==> src/rtl/datapath_pkg.sv <==
// Shared scalar-pipe types: FU row ids, FUST row states, row payload and tag helpers.
package datapath_pkg;

    localparam int S_TAG_W = 2;

    typedef enum logic [1:0] {
        FU_ALU    = 2'd0,
        FU_LD_ST  = 2'd1,
        FU_BRANCH = 2'd2,
        FU_NONE   = 2'd3
    } fu_scalar_t;

    typedef enum logic [1:0] {
        FUST_EMPTY = 2'd0,
        FUST_WAIT  = 2'd1,
        FUST_RDY   = 2'd2,
        FUST_EX    = 2'd3
    } fust_state_e;

    typedef struct packed {
        logic [4:0]  rd;
        logic [4:0]  rs1;
        logic [4:0]  rs2;
        logic [31:0] imm;
    } fust_s_row_t;

    localparam logic [S_TAG_W-1:0] TAG_READY = '0;

    // Tag k names FU row k-1, so tag 0 is free to mean "operand ready".
    function automatic logic [S_TAG_W-1:0] fu2tag(input logic [1:0] fu);
        return S_TAG_W'(fu + 2'd1);
    endfunction

endpackage

==> src/rtl/fust_s_row.sv <==
// One FUST row: state, payload and producer tags, with writeback wakeup and dispatch bypass.
//   state      | meaning
//   FUST_EMPTY | row free, may accept a dispatch
//   FUST_WAIT  | holding op, at least one producer tag outstanding
//   FUST_RDY   | all operands ready, candidate for issue
//   FUST_EX    | issued, waiting for own writeback
module fust_s_row
    import datapath_pkg::*;
#(
    parameter int               TAG_W   = S_TAG_W,
    parameter logic [TAG_W-1:0] ROW_TAG = '0
) (
    input  logic              i_clk,
    input  logic              i_clr,
    input  logic              i_disp_we,
    input  fust_s_row_t       i_disp_op,
    input  logic [TAG_W-1:0]  i_disp_t1,
    input  logic [TAG_W-1:0]  i_disp_t2,
    input  logic              i_wb_valid,
    input  logic [TAG_W-1:0]  i_wb_tag,
    input  logic              i_issue,
    output fust_state_e       o_state,
    output fust_s_row_t       o_op
);

    fust_state_e      r_state;
    fust_state_e      w_state_nxt;
    fust_s_row_t      r_op;
    logic [TAG_W-1:0] r_t1;
    logic [TAG_W-1:0] r_t2;
    logic [TAG_W-1:0] w_t1_nxt;
    logic [TAG_W-1:0] w_t2_nxt;
    logic [TAG_W-1:0] w_disp_t1;
    logic [TAG_W-1:0] w_disp_t2;
    logic             w_own_wb;

    always_comb begin
        w_own_wb    = i_wb_valid && (i_wb_tag == ROW_TAG);
        w_disp_t1   = (i_wb_valid && i_wb_tag == i_disp_t1) ? TAG_READY : i_disp_t1;
        w_disp_t2   = (i_wb_valid && i_wb_tag == i_disp_t2) ? TAG_READY : i_disp_t2;
        w_t1_nxt    = (i_wb_valid && i_wb_tag == r_t1) ? TAG_READY : r_t1;
        w_t2_nxt    = (i_wb_valid && i_wb_tag == r_t2) ? TAG_READY : r_t2;
        w_state_nxt = r_state;
        case (r_state)
            FUST_EMPTY: begin
                if (i_disp_we) begin
                    w_t1_nxt    = w_disp_t1;
                    w_t2_nxt    = w_disp_t2;
                    w_state_nxt = (w_disp_t1 == TAG_READY && w_disp_t2 == TAG_READY)
                                  ? FUST_RDY : FUST_WAIT;
                end
            end
            FUST_WAIT: begin
                if (w_t1_nxt == TAG_READY && w_t2_nxt == TAG_READY)
                    w_state_nxt = FUST_RDY;
            end
            FUST_RDY: begin
                if (i_issue)
                    w_state_nxt = FUST_EX;
            end
            FUST_EX: begin
                if (w_own_wb)
                    w_state_nxt = FUST_EMPTY;
            end
            default: w_state_nxt = FUST_EMPTY;
        endcase
    end

    always_ff @(posedge i_clk) begin
        if (i_clr) begin
            r_state <= FUST_EMPTY;
            r_t1    <= '0;
            r_t2    <= '0;
            r_op    <= '0;
        end else begin
            r_state <= w_state_nxt;
            r_t1    <= w_t1_nxt;
            r_t2    <= w_t2_nxt;
            if (r_state == FUST_EMPTY && i_disp_we)
                r_op <= i_disp_op;
        end
    end

    // A writeback for this row is only legal while the row is executing.
    a_wb_only_in_ex: assert property (@(posedge i_clk) disable iff (i_clr)
        w_own_wb |-> (r_state == FUST_EX));

    assign o_state = r_state;
    assign o_op    = r_op;

endmodule

==> src/rtl/fust_s_issue.sv <==
// Scalar FUST with fixed-priority issue select (BRANCH > LD_ST > ALU) and registered issue port.
module fust_s_issue
    import datapath_pkg::*;
#(
    parameter int NFU   = 3,
    parameter int TAG_W = S_TAG_W
) (
    input  logic                         CLK,
    input  logic                         RST,
    input  logic                         disp_valid,
    input  fu_scalar_t                   disp_fu,
    input  fust_s_row_t                  disp_op,
    input  logic [TAG_W-1:0]             disp_t1,
    input  logic [TAG_W-1:0]             disp_t2,
    output logic [NFU-1:0]               disp_ready,
    input  logic                         wb_valid,
    input  logic [TAG_W-1:0]             wb_tag,
    input  logic                         flush,
    input  logic [NFU-1:0]               fu_ready,
    output logic                         issue_valid,
    output logic [1:0]                   issue_fu,
    output fust_s_row_t                  issue_op,
    output fust_state_e [NFU-1:0]        fust_state,
    output logic [NFU-1:0]               fust_busy
);

    logic            w_clr;
    logic [NFU-1:0]  w_disp_we;
    logic [NFU-1:0]  w_issue;
    fust_s_row_t     w_row_op [NFU];
    logic            w_sel_found;
    logic [1:0]      w_sel_idx;
    fust_s_row_t     w_sel_op;

    logic            r_issue_valid;
    logic [1:0]      r_issue_fu;
    fust_s_row_t     r_issue_op;

    assign w_clr = RST | flush;

    for (genvar g = 0; g < NFU; g++) begin : g_row
        assign disp_ready[g] = (fust_state[g] == FUST_EMPTY);
        assign fust_busy[g]  = (fust_state[g] != FUST_EMPTY);
        assign w_disp_we[g]  = disp_valid && (disp_fu != FU_NONE) && (disp_fu == 2'(g))
                               && disp_ready[g] && !flush;
        assign w_issue[g]    = w_sel_found && (w_sel_idx == 2'(g)) && !flush;

        fust_s_row #(
            .TAG_W   (TAG_W),
            .ROW_TAG (TAG_W'(fu2tag(2'(g))))
        ) u_row (
            .i_clk      (CLK),
            .i_clr      (w_clr),
            .i_disp_we  (w_disp_we[g]),
            .i_disp_op  (disp_op),
            .i_disp_t1  (disp_t1),
            .i_disp_t2  (disp_t2),
            .i_wb_valid (wb_valid),
            .i_wb_tag   (wb_tag),
            .i_issue    (w_issue[g]),
            .o_state    (fust_state[g]),
            .o_op       (w_row_op[g])
        );
    end

    // Ascending scan: the last hit is the highest row index, i.e. BRANCH wins.
    always_comb begin
        w_sel_found = 1'b0;
        w_sel_idx   = '0;
        w_sel_op    = '0;
        for (int i = 0; i < NFU; i++) begin
            if (fust_state[i] == FUST_RDY && fu_ready[i]) begin
                w_sel_found = 1'b1;
                w_sel_idx   = 2'(i);
                w_sel_op    = w_row_op[i];
            end
        end
    end

    always_ff @(posedge CLK) begin
        if (RST) begin
            r_issue_valid <= 1'b0;
            r_issue_fu    <= '0;
            r_issue_op    <= '0;
        end else if (flush) begin
            r_issue_valid <= 1'b0;
        end else begin
            r_issue_valid <= w_sel_found;
            if (w_sel_found) begin
                r_issue_fu <= w_sel_idx;
                r_issue_op <= w_sel_op;
            end
        end
    end

    assign issue_valid = r_issue_valid;
    assign issue_fu    = r_issue_fu;
    assign issue_op    = r_issue_op;

endmodule

==> config.mk <==
export PLATFORM = sky130hd
export DESIGN_NAME = fust_s_issue
export DESIGN_NICKNAME = d
export VERILOG_FILES = /design/src/rtl/datapath_pkg.sv /design/src/rtl/fust_s_row.sv /design/src/rtl/fust_s_issue.sv
export SDC_FILE = /design/constraint.sdc
export NUM_CORES = 1
export LEC_CHECK = 0
export ABC_CLOCK_PERIOD_IN_PS = 2630
export CAP_MARGIN = 10
export CORE_UTILIZATION = 50
export CTS_CLUSTER_DIAMETER = 80
export DETAILED_ROUTE_END_ITERATION = 16
export PLACE_DENSITY = 0.79
export SYNTH_ARGS = -nofsm -noshare
export SYNTH_HDL_FRONTEND = slang
export SYNTH_SLANG_ARGS = --single-unit
==> constraint.sdc <==
create_clock -name CLK -period 2.63 [get_ports CLK]
set_input_delay 0.263 -clock CLK [delete_from_list [all_inputs] [get_ports CLK]]
set_output_delay 0.263 -clock CLK [all_outputs]
set_load 0.02 [all_outputs]
==> out/qor.yml, run 1 <==
die:
  num_io_pins: 125
  coreArea_um2: 16800
  initial_core_util_pct: 51.6
  fp.dieArea_um2: 17800
  num_rows: 47
  die_h_um: 134
  fp.dieW_um: 134
timing:
  post-route-period-util_pct: 86.7
  finalSetupViolations: 0
  tightest_slew_ns: 0.693
  timing.slew.headroom_pct: 53.8
  fin_skew_ns: 0.00976
  max_freq_mhz: 439
  slew_viol_final: 0
  final_hold_viol_count: 0
  fin_crit_ns: 2.28
  tns_ns: 0
  rsz0062_at_grt: "false"
  hold-worst-slack_ns: 0.380
route:
  routed_wl_um: 23000
  drc: 0
  routedWlPerCell_um: 16.6
  ant_nets: 0
  first_pass_iters: 8
  drt_iter0_drc: 672
  vias: 8045
  vias_per_cell: 5.81
synth:
  synth.net_count: 1138
  syn_area_per_cell_um2: 8.16
  synth_edf_count: 0
  synth_area_um2: 8650
  yosysSeqAreaShare_pct: 48.4
  yosys_warnings: 0
  synth_ff_type: "dfxtp_1"
  synth-seq-cells: 209
  muxShareOfSynthArea_pct: 0
  ys_async_sr_fraction_pct: 0
  syn_inst: 1060
  synthAdderAreaFrac_pct: 2.17
  synth_simple_gate_area_share_pct: 18.1
  synth_cell_types: 45
  synth_top_family_by_area: "compound AO/OA/AOI/OAI gates"
  synth_xor_xnor_area_share_pct: 1.62
  synth-compound-area-share_pct: 24.6
place:
  place_congestion: 0.789
  placed_area_um2: 10200
  dp_cells: 1345
  port_buffers: 124
  hpwlAfterDp_um: 14100
clocking:
  numCtsBuffers: 21
  clock-root-buffer: "clkbuf_16"
  h-tree-depth: 1
  clkTransAtPathRegs_ns: 0.06
  clock_latency_ns: 0.50
  cts_sinks: 209
  clockBufferDepth: 3
  holdBufCountCts: 0
  cts_tree: "yes"
  postCtsSetupRepairBufs: 0
  ctsResizeCount: 0
worst_setup_path:
  reg2reg_slack_ns: 0.38
  crit_required_ns: 2.37
  path_class: "reg2out"
  crit_chain: "inv_1, ha_1, inv_1, clkdlybuf4s50_1"
  cp_slowest_cell: "clkdlybuf4s50_1"
  end_kind: "output port"
  cp_num_buf_inv: 3
  crit_family: "buffers and inverters"
  worst_ep_arrival_time_ns: 2.02
  critPathMaxStageDelay_ns: 0.61
  rr_startpoint: "g_row[1].u_row.o_state[0]"
  crit_fanout: 5
  critical_path.startpoint_type: "flop"
  reg2reg_to: "issue_op[46]"
  reg2reg_depth: 7
  crit_top_cell: "inv_1"
cells_and_area:
  layout.nets: 1226
  drive_gt1_share_pct: 7.48
  final_cell_area_um2: 10900
  stdcell_count: 1384
  area_growth_pct: 26.0
worst_hold_path:
  hp-class: "in2reg"
  hold_depth: 3
  hp-start: "disp_op[9]"
  whs_endpoint: "g_row[2].u_row.o_op[9]"
power_and_ir_drop:
  p_total_w: 0.00681
  power.density_nw_per_um2: 625
  p_leak_nw: 3.53
  peakVddDrop_v: 0.000399
global_routing:
  gr-usage-all-layers_pct: 25.8
  grt_start_max_net_pins: 54
  grt_overflow_total: 0
  antenna_found_initial: 1
  grt_pass1_vias: 7585
  grt_pass1_wl_um: 37900
outcome:
  status: "finished, final reports clean"
run:
  drv_cap: 0
-- worst reg2reg max path: stages, from the launching register on --
cell and delay (ns):
dfxtp_1 0.43, inv_1 0.11, ha_1 0.26, a22oi_1 0.48, and2b_1 0.26, buf_12 0.22, a222oi_1 0.17, a211oi_1 0.24
-- registers in the layout, summed over array words and instances (netlist names) --
signal / cells
g_row.u_row.r_t2: 6
g_row.u_row.o_op: 141
issue_op: 47
g_row.u_row.r_t1: 6
issue_valid: 1
g_row.u_row.o_state: 6
issue_fu: 2
-- metal layers --
| metal | wire length, um | part of all wire [%] | vias up | GRT usage (%) |
|---|---|---|---|---|
| met2 | 10900 | 47 | 325 | 43.3 |
| met5 | 0 | 0 | - | 0 |
| met4 | 473 | 2.1 | 0 | 8.59 |
| li1 | - | - | 3878 | - |
| met1 | 10000 | 44 | 3806 | 34.2 |
| met3 | 1600 | 6.9 | 36 | 3.42 |
-- cell usage after synthesis (7+ instances only) --
master / instances / share of area [%]
o21ai_0: 32 / 1.9
nor2_1: 43 / 1.9
a222oi_1: 33 / 3.8
a211oi_1: 32 / 2.8
o211ai_1: 11 / 0.95
buf_1: 7 / 0.30
inv_1: 10 / 0.43
ha_1: 15 / 2.2
a22oi_1: 7 / 0.61
xor2_1: 12 / 1.2
buf_2: 34 / 2.0
a21oi_1: 172 / 9.9
nand2_1: 311 / 13
clkbuf_1: 43 / 1.9
a221o_1: 16 / 1.9
dfxtp_1: 209 / 48
-- through the flow --
step / setup WS (ns) / util [%]
2_1_floorplan: 0.629 / -
3_3_place_gp: 0.331 / 60.6
3_5_place_dp: 0.267 / 60.6
4_1_cts: 0.338 / 65.0
5_1_grt: 0.161 / 65.0
6_report: 0.350 / 65.0
-- worst max-delay path by stage --
stage / from / endpoint / slack [ns] / cells after the start
floorplan: g_row[2].u_row.o_state[0] / g_row[2].u_row.o_op[25] / 0.63 / 9
global placement: flush / g_row[1].u_row.o_op[27] / 0.33 / 6
detailed placement: flush / g_row[1].u_row.o_op[38] / 0.27 / 6
CTS: g_row[0].u_row.o_state[0] / fust_busy[0] / 0.34 / 4
global route: g_row[1].u_row.o_state[0] / issue_op[46] / 0.16 / 7
finish: g_row[0].u_row.o_state[0] / fust_busy[0] / 0.35 / 4
-- placed cells by master (no fill, tap or decap), drive strengths merged, types with 3 or more instances in the layout --
cell type and instances:
nand2 312, dfxtp 209, a21oi 172, clkdlybuf4s50 123, nor2 43, a222oi 33, a211oi 32, o21ai 32
buf 32, clkbuf 30, a221o 16, ha 15, xor2 12, o211ai 11, inv 11, a22oi 7
nor2b 6, o221a 6, nand2b 6, a31oi 5, o21a 5, clkinv 5, and3 4, o221ai 4
xnor2 4, or2 4, nand3 3, and2 3
-- cell type report --
cell class              count  area (um^2)
diodes                      1         2.50
clock buffers              30          639
clock inverters             8         97.6
fillers                  1449         5860
inverters                  10         37.5
multi-input cells         751         4060
flip-flops and latches    209         4180
well taps                 220          275
repair buffers            155         1610
-- kinds of logic after synthesis --
logic type	after synthesis
AO/OA/AOI/OAI	331
XOR/XNOR	16
adder cells (fa/ha/maj)	15
buffers and inverters	100
flip-flops	209
AND/OR/NAND/NOR	389
-- where the power goes --
group / leakage, nW / internal, W / switching, W / total [W]
sequential: 1.69 / 0.00320 / 0.0000207 / 0.00322
combinational: 1.47 / 0.000209 / 0.000279 / 0.000488
clock: 0.370 / 0.00189 / 0.00121 / 0.00310
total: 3.53 / 0.00530 / 0.00151 / 0.00681
Power figures use the tool's default switching activity.
==> run 2, diff against run 1 <==
CTS_BUF_LIST = sky130_fd_sc_hd__clkbuf_16   (was unset)
CTS_CLUSTER_DIAMETER = unset   (was 80)
==> run 2 against run 1 <==
  * First-iteration DRC count decreased by 4.8%
  * Critical path depth stayed put
  * Routed wire length shrank 0.28%
  * Global-route usage is essentially flat
  * Clock power shrank 7.7%
  * Highest routed layer unchanged
  * Power shrank 3.5%
  * Cell count unchanged
==> out/qor.yml, run 2 (same netlist as run 1, synthesis figures left out) <==
timing:
  rsz0062_at_grt: "false"
  post-route-period-util_pct: 87.1
  tightest_slew_ns: 0.690
  final_hold_viol_count: 0
  fin_skew_ns: 0.00933
  tns_ns: 0
  timing.slew.headroom_pct: 54.0
  max_freq_mhz: 436
  slew_viol_final: 0
  fin_crit_ns: 2.29
  finalSetupViolations: 0
route:
  met2_length_um: 10800
  ant_nets: 0
  routed.top_layer: "met4"
  first_pass_iters: 5
  drt_iter0_drc: 640
  routedWlPerCell_um: 16.6
  drc: 0
  wl_met1_um: 9940
  vias: 7981
  routed_wl_um: 23000
  vias_per_cell: 5.77
  route.met3.wl_um: 1670
place:
  port_buffers: 124
  dp_cells: 1345
  hpwlAfterDp_um: 14100
  place_congestion: 0.789
clocking:
  cts_sinks: 209
  h-tree-depth: 1
  holdBufCountCts: 0
  clock_latency_ns: 0.50
  cts_tree: "yes"
  clkTransAtPathRegs_ns: 0.06
  clockBufferDepth: 3
  postCtsSetupRepairBufs: 0
  ctsResizeCount: 0
  numCtsBuffers: 21
  clock-root-buffer: "clkbuf_16"
power_and_ir_drop:
  p_total_w: 0.00657
  power.density_nw_per_um2: 607
  peakVddDrop_v: 0.000402
  p_leak_nw: 3.48
cells_and_area:
  area_growth_pct: 25.0
  fillers: 1460
  final_cell_mix: "310 x nand2_1, 209 x dfxtp_1, 171 x a21oi_1, 123 x clkdlybuf4s50_1, 41 x nor2_1"
  mostFrequentLayoutCell: "nand2_1"
  layout.nets: 1226
  stdcell_count: 1384
  drive_gt1_share_pct: 6.79
  largest_reg_flops: 141
worst_setup_path:
  worst_ep_arrival_time_ns: 2.03
  end_kind: "output port"
  crit_chain: "inv_1, ha_1, inv_1, clkdlybuf4s50_1"
  critical_path.startpoint_type: "flop"
  critPathMaxStageDelay_ns: 0.61
  crit_top_cell: "inv_1"
  path_class: "reg2out"
  cp_slowest_cell: "clkdlybuf4s50_1"
  crit_family: "buffers and inverters"
  cp_num_buf_inv: 3
  crit_required_ns: 2.37
  crit_fanout: 5
die:
  fp.dieArea_um2: 17800
  die_h_um: 134
  num_rows: 47
  fp.dieW_um: 134
  coreArea_um2: 16800
  num_io_pins: 125
  initial_core_util_pct: 51.6
global_routing:
  grt_start_max_net_pins: 54
  grt_pass1_wl_um: 37900
  antenna_found_initial: 1
  grt_pass1_vias: 7567
  gr-usage-all-layers_pct: 25.8
  grt_overflow_total: 0
worst_hold_path:
  hp-class: "in2reg"
run:
  drv_cap: 0
outcome:
  status: "finished, final reports clean"
-- run 2: cell types whose count changed in the layout (fill, tap and decap cells not counted) --
cell,previous run,this run
clkbuf_8,8,0
clkinv_1,0,8
clkbuf_1,1,0
inv_1,10,11
-- run 2: worst min-delay path: stages --
cell	delay (ns)
clkdlybuf4s50_1	0.44
nand2_1	0.07
a21oi_1	0.05
-- run 2: power by group --
| group | switching, W | internal (W) |
|---|---|---|
| logic | 0.000279 | 0.000209 |
| registers | 0.0000207 | 0.00320 |
| clock network | 0.00121 | 0.00165 |
-- run 2: cell type report --
class                      count  area, um^2  share of cell area [%]
clock buffer                  21         526                    4.86
timing repair buffer         155        1610                    14.8
inverter                      10        37.5                   0.347
multi-input combinational    751        4060                    37.5
sequential                   209        4180                    38.7
tap                          220         275                    2.54
clock inverter                17         131                    1.21
antenna                        1        2.50                  0.0231
-- run 2: path summary, 6_finish.rpt --
kind	startpoint	end	slack [ns]	cells after the start
min	disp_op[9]	g_row[2].u_row.o_op[9]	0.38	3
max	g_row[0].u_row.o_state[0]	fust_busy[0]	0.34	4
max reg2reg	g_row[1].u_row.o_state[0]	issue_op[43]	0.39	7
min reg2reg	g_row[0].u_row.o_op[37]	g_row[0].u_row.o_op[37]	0.45	2
-- run 2: metrics by stage --
stage | instance area [um^2] | setup WS, ns | utilization, % | hold WS, ns
final | 10800 | 0.339 | 64.6 | 0.383
after CTS | 10800 | 0.338 | 64.5 | 0.373
after detailed placement | 10200 | 0.267 | 60.6 | 0.446
after global placement | 10200 | 0.331 | 60.6 | 0.441
after floorplan | 8650 | 0.629 | - | 0.399
after global routing | 10800 | 0.163 | 64.5 | 0.392
-- run 2: layer usage --
layer / up-vias / GRT usage (%)
li1: 3882 / -
met1: 3722 / 34.1
met2: 336 / 43.5
met3: 41 / 3.39
met4: 0 / 8.46
met5: - / 0
